`config.mk`:
```
export PLATFORM = sky130hd
export DESIGN_NAME = vga_gen
export DESIGN_NICKNAME = d
export VERILOG_FILES = /design/src/rtl/vga_gen.sv
export SDC_FILE = /design/constraint.sdc
export NUM_CORES = 1
export LEC_CHECK = 0
export CORE_ASPECT_RATIO = 0.8
export CORE_MARGIN = 2
export CORE_UTILIZATION = 40
export CTS_CLUSTER_DIAMETER = 80
export DETAILED_ROUTE_END_ITERATION = 8
export HOLD_SLACK_MARGIN = 0.1
export PLACE_DENSITY = 0.73
export SLEW_MARGIN = 20
export SYNTH_ARGS = -nofsm -noshare
export SYNTH_HDL_FRONTEND = slang
export SYNTH_SLANG_ARGS = --single-unit
export TNS_END_PERCENT = 50
```
`constraint.sdc`:
```
create_clock -name pixel_clk -period 7.7 [get_ports pixel_clk]
set_input_delay 1.54 -clock pixel_clk [delete_from_list [all_inputs] [get_ports pixel_clk]]
set_output_delay 1.54 -clock pixel_clk [all_outputs]
set_load 0.02 [all_outputs]
```
`src/rtl/vga_gen.sv`:
```
// rtl/vga_gen.sv - VGA timing generator with built-in test patterns and external pixel source
module vga_gen #(
    parameter int HDISP  = 800,
    parameter int VDISP  = 480,
    parameter int HFP    = 40,
    parameter int HPULSE = 48,
    parameter int HBP    = 40,
    parameter int VFP    = 12,
    parameter int VPULSE = 3,
    parameter int VBP    = 40,
    parameter int HS_POL = 0,
    parameter int VS_POL = 0,
    parameter int PIPE   = 2
) (
    input  logic                       pixel_clk,
    input  logic                       pixel_rst,
    input  logic                       enable,
    input  logic [1:0]                 mode,
    input  logic [23:0]                solid_rgb,
    input  logic [23:0]                ext_rgb,
    output logic                       req,
    output logic [$clog2(HDISP)-1:0]   req_x,
    output logic [$clog2(VDISP)-1:0]   req_y,
    output logic                       vga_clk,
    output logic                       vga_hs,
    output logic                       vga_vs,
    output logic                       vga_blank,
    output logic [23:0]                vga_rgb,
    output logic                       line_start,
    output logic                       frame_start
);

    localparam int HTOTAL = HFP + HPULSE + HBP + HDISP;
    localparam int VTOTAL = VFP + VPULSE + VBP + VDISP;
    localparam int HW     = $clog2(HTOTAL);
    localparam int VW     = $clog2(VTOTAL);
    localparam int XW     = $clog2(HDISP);
    localparam int YW     = $clog2(VDISP);
    localparam int HSTART = HFP + HPULSE + HBP;
    localparam int VSTART = VFP + VPULSE + VBP;
    localparam int BARW   = HDISP / 8;
    localparam int BARD   = (BARW > 0) ? BARW : 1;
    // Pipeline word: active, hs, vs, line_start, frame_start, mode, x, y
    localparam int SW     = 7 + XW + YW;
    localparam logic HS_ON = (HS_POL != 0);
    localparam logic VS_ON = (VS_POL != 0);

    generate
        if (PIPE < 0 || PIPE > 4) begin : g_bad_pipe
            $error("vga_gen: PIPE must be within 0..4");
        end
    endgenerate

    assign vga_clk = pixel_clk;

    logic [HW-1:0] h_cnt;
    logic [VW-1:0] v_cnt;
    logic [1:0]    mode_q;
    logic          h_last;
    logic          v_last;
    logic          active;
    logic          hs_act;
    logic          vs_act;
    logic          at_origin;

    assign h_last    = (h_cnt == HW'(HTOTAL - 1));
    assign v_last    = (v_cnt == VW'(VTOTAL - 1));
    assign active    = (h_cnt >= HW'(HSTART)) && (v_cnt >= VW'(VSTART));
    assign hs_act    = (h_cnt >= HW'(HFP)) && (h_cnt < HW'(HFP + HPULSE));
    assign vs_act    = (v_cnt >= VW'(VFP)) && (v_cnt < VW'(VFP + VPULSE));
    assign at_origin = (h_cnt == '0) && (v_cnt == '0);

    // Raster counters: h wraps each line, v advances only on the h wrap; disable parks both at 0
    always_ff @(posedge pixel_clk or posedge pixel_rst) begin
        if (pixel_rst) begin
            h_cnt <= '0;
            v_cnt <= '0;
        end else if (!enable) begin
            h_cnt <= '0;
            v_cnt <= '0;
        end else if (h_last) begin
            h_cnt <= '0;
            v_cnt <= v_last ? '0 : v_cnt + VW'(1);
        end else begin
            h_cnt <= h_cnt + HW'(1);
        end
    end

    // Pattern mode is sampled only at the frame origin so a frame never mixes patterns
    always_ff @(posedge pixel_clk or posedge pixel_rst) begin
        if (pixel_rst) begin
            mode_q <= 2'd0;
        end else if (enable && at_origin) begin
            mode_q <= mode;
        end
    end

    assign req   = active && enable && !pixel_rst;
    assign req_x = req ? XW'(h_cnt - HW'(HSTART)) : '0;
    assign req_y = req ? YW'(v_cnt - VW'(VSTART)) : '0;

    logic [SW-1:0] s0;
    logic [SW-1:0] s_last;

    assign s0 = enable ? {active, hs_act, vs_act, (h_cnt == '0), at_origin, mode_q, req_x, req_y}
                       : '0;

    // Delay line matching the external source latency, so ext_rgb lines up with its request
    generate
        if (PIPE == 0) begin : g_nopipe
            assign s_last = s0;
        end else begin : g_pipe
            logic [SW-1:0] pipe_q [PIPE];

            // Shift the raster description one stage per clock; reset empties every stage
            always_ff @(posedge pixel_clk or posedge pixel_rst) begin
                if (pixel_rst) begin
                    for (int i = 0; i < PIPE; i++) begin
                        pipe_q[i] <= '0;
                    end
                end else begin
                    pipe_q[0] <= s0;
                    for (int i = 1; i < PIPE; i++) begin
                        pipe_q[i] <= pipe_q[i-1];
                    end
                end
            end

            assign s_last = pipe_q[PIPE-1];
        end
    endgenerate

    logic          l_act;
    logic          l_hs;
    logic          l_vs;
    logic          l_ls;
    logic          l_fs;
    logic [1:0]    l_mode;
    logic [XW-1:0] l_x;
    logic [YW-1:0] l_y;

    assign {l_act, l_hs, l_vs, l_ls, l_fs, l_mode, l_x, l_y} = s_last;

    logic [23:0] pix;
    logic [31:0] xw;
    logic [31:0] yw;
    logic [2:0]  bar;

    // Colour for the pixel leaving the delay line; anything outside active video is black
    always_comb begin
        pix = 24'h000000;
        xw  = 32'(l_x);
        yw  = 32'(l_y);
        bar = 3'd0;
        case (l_mode)
            2'd0: begin
                if ((xw % 32'd16) == 32'd0 || (yw % 32'd16) == 32'd0) begin
                    pix = 24'hFFFFFF;
                end
            end
            2'd1: begin
                if (xw < 32'(8 * BARW)) begin
                    bar = 3'(xw / 32'(BARD));
                    pix = {{8{~bar[1]}}, {8{~bar[2]}}, {8{~bar[0]}}};
                end
            end
            2'd2:    pix = ext_rgb;
            default: pix = solid_rgb;
        endcase
        if (!l_act) begin
            pix = 24'h000000;
        end
    end

    // Output register: all video signals leave together, sync levels mapped to their polarity
    always_ff @(posedge pixel_clk or posedge pixel_rst) begin
        if (pixel_rst) begin
            vga_hs      <= ~HS_ON;
            vga_vs      <= ~VS_ON;
            vga_blank   <= 1'b0;
            vga_rgb     <= 24'h000000;
            line_start  <= 1'b0;
            frame_start <= 1'b0;
        end else begin
            vga_hs      <= l_hs ? HS_ON : ~HS_ON;
            vga_vs      <= l_vs ? VS_ON : ~VS_ON;
            vga_blank   <= l_act;
            vga_rgb     <= pix;
            line_start  <= l_ls;
            frame_start <= l_fs;
        end
    end

endmodule
```
==> out/qor.csv <==
stage,metric,value,unit
synthesis,synth.cell_area,4753,um^2
global_route,globalRouteMet1Util,0.2558,
synthesis,synth-seq-cells,93,
floorplan,dieWidth,125.9,um
power,p_per_area,185.8,nW/um^2
power,peakVddDrop,0.1192,mV
synthesis,synth_cells,503,
sta,slew_headroom,0.3782,
clocking,clkSlewWorstSetupHoldPaths,0.06,ns
worst_setup_path,cp.arrival,4.62,ns
global_route,use_met2,0.3143,
floorplan,num_rows,35,
floorplan,initial_core_util,0.4111,
route,drt_iter0_drc,218,
route,drcViolationCount,0,
global_route,grt_pass1_wl,19820,um
clocking,postCtsHoldBufs,0,
sta,fin_skew,0.007620,ns
route,routedWlPerCell,16.19,um
worst_setup_path,critical_path.top_delay_family,buffers and inverters,
placed_design,place_congestion,0.9227,
final_layout,syn_to_final_growth,31.09,%
sta,finalHoldViolCount,0,
synthesis,synth-edff-count,0,
clocking,cts_tree,yes,
worst_setup_path,critPathLaunchType,clock port,
worst_setup_path,worst-path-max-fanout,2,
worst_setup_path,crit_slowest_cell,clkdlybuf4s50_1,
synthesis,syn_avg_cell_area,9.450,um^2
sta,finalSetupViolCount,0,
synthesis,async_flop_share,1.000,
worst_setup_path,crit_buf_inv,3,
route,drt-pass1-iter-count,5,
synthesis,yosysUniqueCellTypes,71,
final_layout,n_antenna_cell,0,
floorplan,core,11560,um^2
synthesis,netlist.area_leader.share,0.4791,
route,ant_nets,0,
synthesis,ys.flop_type,dfrtp_1,
sta,tightest_slew,0.9326,ns
run,maxCapViolCount,0,
placed_design,io_buffer_count,102,
worst_hold_path,hold_class,reg2reg,
final_layout,nFillCells,1015,
global_route,grt_pass1_vias,3975,
global_route,use_met3,0.04279,
sta,drv_slew,0,
route,vias,4125,
floorplan,dieArea,12780,um^2
placed_design,dpl.hpwl,8452,um
power,power,0.001158,W
route,postRouteWirelength,12030,um
final_layout,nets,653,
worst_setup_path,cp_cell_sequence,clkbuf_16 -> clkbuf_16 -> clkdlybuf4s50_1,
synthesis,yosys_warnings,0,
floorplan,io_pins,103,
sta,tns,0,ns
clocking,cts_resized,0,
worst_setup_path,cp_common_cell,clkbuf_16,
global_route,grt_max_degree,55,
floorplan,die_y,101.5,um
clocking,clk_latency,0.45,ns
synthesis,yosysTopAreaCell,dfrtp_1,
worst_setup_path,critPathRequiredTime,6.16,ns
sta,grt_setup_unrepaired,no,
global_route,antenna_found_initial,0,
global_route,top_usage_layer,met2,
final_layout,drive_gt1_frac,0.07227,
worst_setup_path,max_stage_delay,0.53,ns
status,outcome,completed,
worst_setup_path,path_class,clk2out,
synthesis,synth_area_leaders,"dfrtp_1 48%, o21ai_0 4.9%, nor2_1 4.7%",
synthesis,syn-num-nets,566,
global_route,grt.total_usage,0.1931,
worst_setup_path,cp-end-kind,output pin,
power,p_leak,2.658,nW
synthesis,seq_area_frac_synth,0.4901,
final_layout,final_core_util,0.5390,
clocking,cts_setup_buffers,0,
route,avgViaCountPerCell,5.552,
global_route,overflow,0,
[report_power, final]
group          switching (W)  internal [W]  leakage, nW
logic              0.0000460     0.0000397         1.19
clock network       0.000192      0.000370        0.195
registers          0.0000113      0.000498         1.28
total               0.000250      0.000908         2.66
[worst paths after layout]
path,from,endpoint,slack (ns),depth (start not counted)
hold / removal,g_pipe.pipe_q[48],s_last[22],0.35,0
hold reg to reg,g_pipe.pipe_q[48],s_last[22],0.35,0
setup reg to reg,s_last[14],vga_rgb[0],3.20,12
min in group asynchronous,pixel_rst,frame_start,1.52,2
setup / recovery,pixel_clk,vga_clk,1.54,3
max in group asynchronous,pixel_rst,h_cnt[4],5.09,3
[area by class of cell]
class	count	area [um^2]	area share
clock buffers	17	335.3	0.05382
clock inverters	3	68.82	0.01104
inverters	19	72.57	0.01165
multi-input cells	361	2221	0.3564
flip-flops and latches	93	2330	0.3739
well taps	148	185.2	0.02972
repair buffers	102	1018	0.1635
[kinds of logic after synthesis]
| group | synth area share |
|---|---|
| compound gates | 0.1964 |
| xor+xnor | 0.02948 |
| fa+ha+maj | 0.02843 |
| buf+inv | 0.04343 |
| flops | 0.4901 |
| mux | 0.009738 |
| simple gates | 0.2024 |
[routing by layer]
layer / vias up / wire length (um)
met5: - / 0
met4: 0 / 240
met3: 18 / 814
met2: 178 / 5558
met1: 1976 / 5414
li1: 1953 / -
[synthesized netlist by cell type, types with 3 or more instances]
master and n:
a21o_1 3, a21oi_1 21, a31oi_1 20, and2_1 20
and3_1 6, buf_2 3, clkbuf_1 24, dfrtp_1 91
ha_1 10, inv_1 18, nand2_1 41, nand2b_1 6
nand3_1 11, nand4_1 3, nand4b_1 3, nor2_1 60
nor2b_1 6, nor3_1 10, nor4_1 3, o211ai_1 3
o21ai_0 47, o21ai_1 6, o22ai_1 5, o31ai_1 5
or2_2 4, or4_1 4, xnor2_1 9, xor2_1 7
[per-stage QoR]
stage,cell area [um^2],worst slack [ns],instances,hold WS (ns)
5_1_grt,6231,1.282,743,0.3567
3_5_place_dp,5837,1.549,724,0.3347
4_1_cts,6231,1.513,743,0.3487
3_3_place_gp,5833,1.655,724,0.3332
6_report,6231,1.538,743,0.3475
2_1_floorplan,4753,1.545,503,0.3312
[registers in the layout, indices dropped and copies added (netlist names)]
name           flops
line_start         1
g_pipe.pipe_q     21
v_cnt             10
frame_start        1
vga_blank          1
vga_vs             1
mode_q             2
vga_hs             1
vga_rgb           24
s_last            21
h_cnt             10
[placed cells by master (no fill, tap or decap), drive strengths merged, types with 3 or more instances in the layout]
master,Yosys,final
clkdlybuf4s50,0,102
dfrtp,91,91
nor2,60,60
o21ai,54,54
nand2,42,42
a21oi,22,22
a31oi,21,21
and2,20,20
inv,19,19
clkbuf,24,16
nand3,11,11
nor3,11,11
ha,10,10
xnor2,9,9
xor2,7,7
nor2b,6,6
nand2b,6,6
and3,6,6
o31ai,5,5
o22ai,5,5
or4,5,5
nor4,5,5
a211oi,5,5
or2,4,4
nand4,3,3
nand4b,3,3
a21o,3,3
o211ai,3,3
[worst reg2reg max path, delay by kind of cell (launching register included)]
kind,cells,cell delay (ns)
and+or+nand+nor,4,1.17
AOI/OAI and AO/OA,5,1.26
adders and majority gates,2,0.85
muxes,1,0.43
DFF,1,0.63
(Power assumes the default switching activity.)
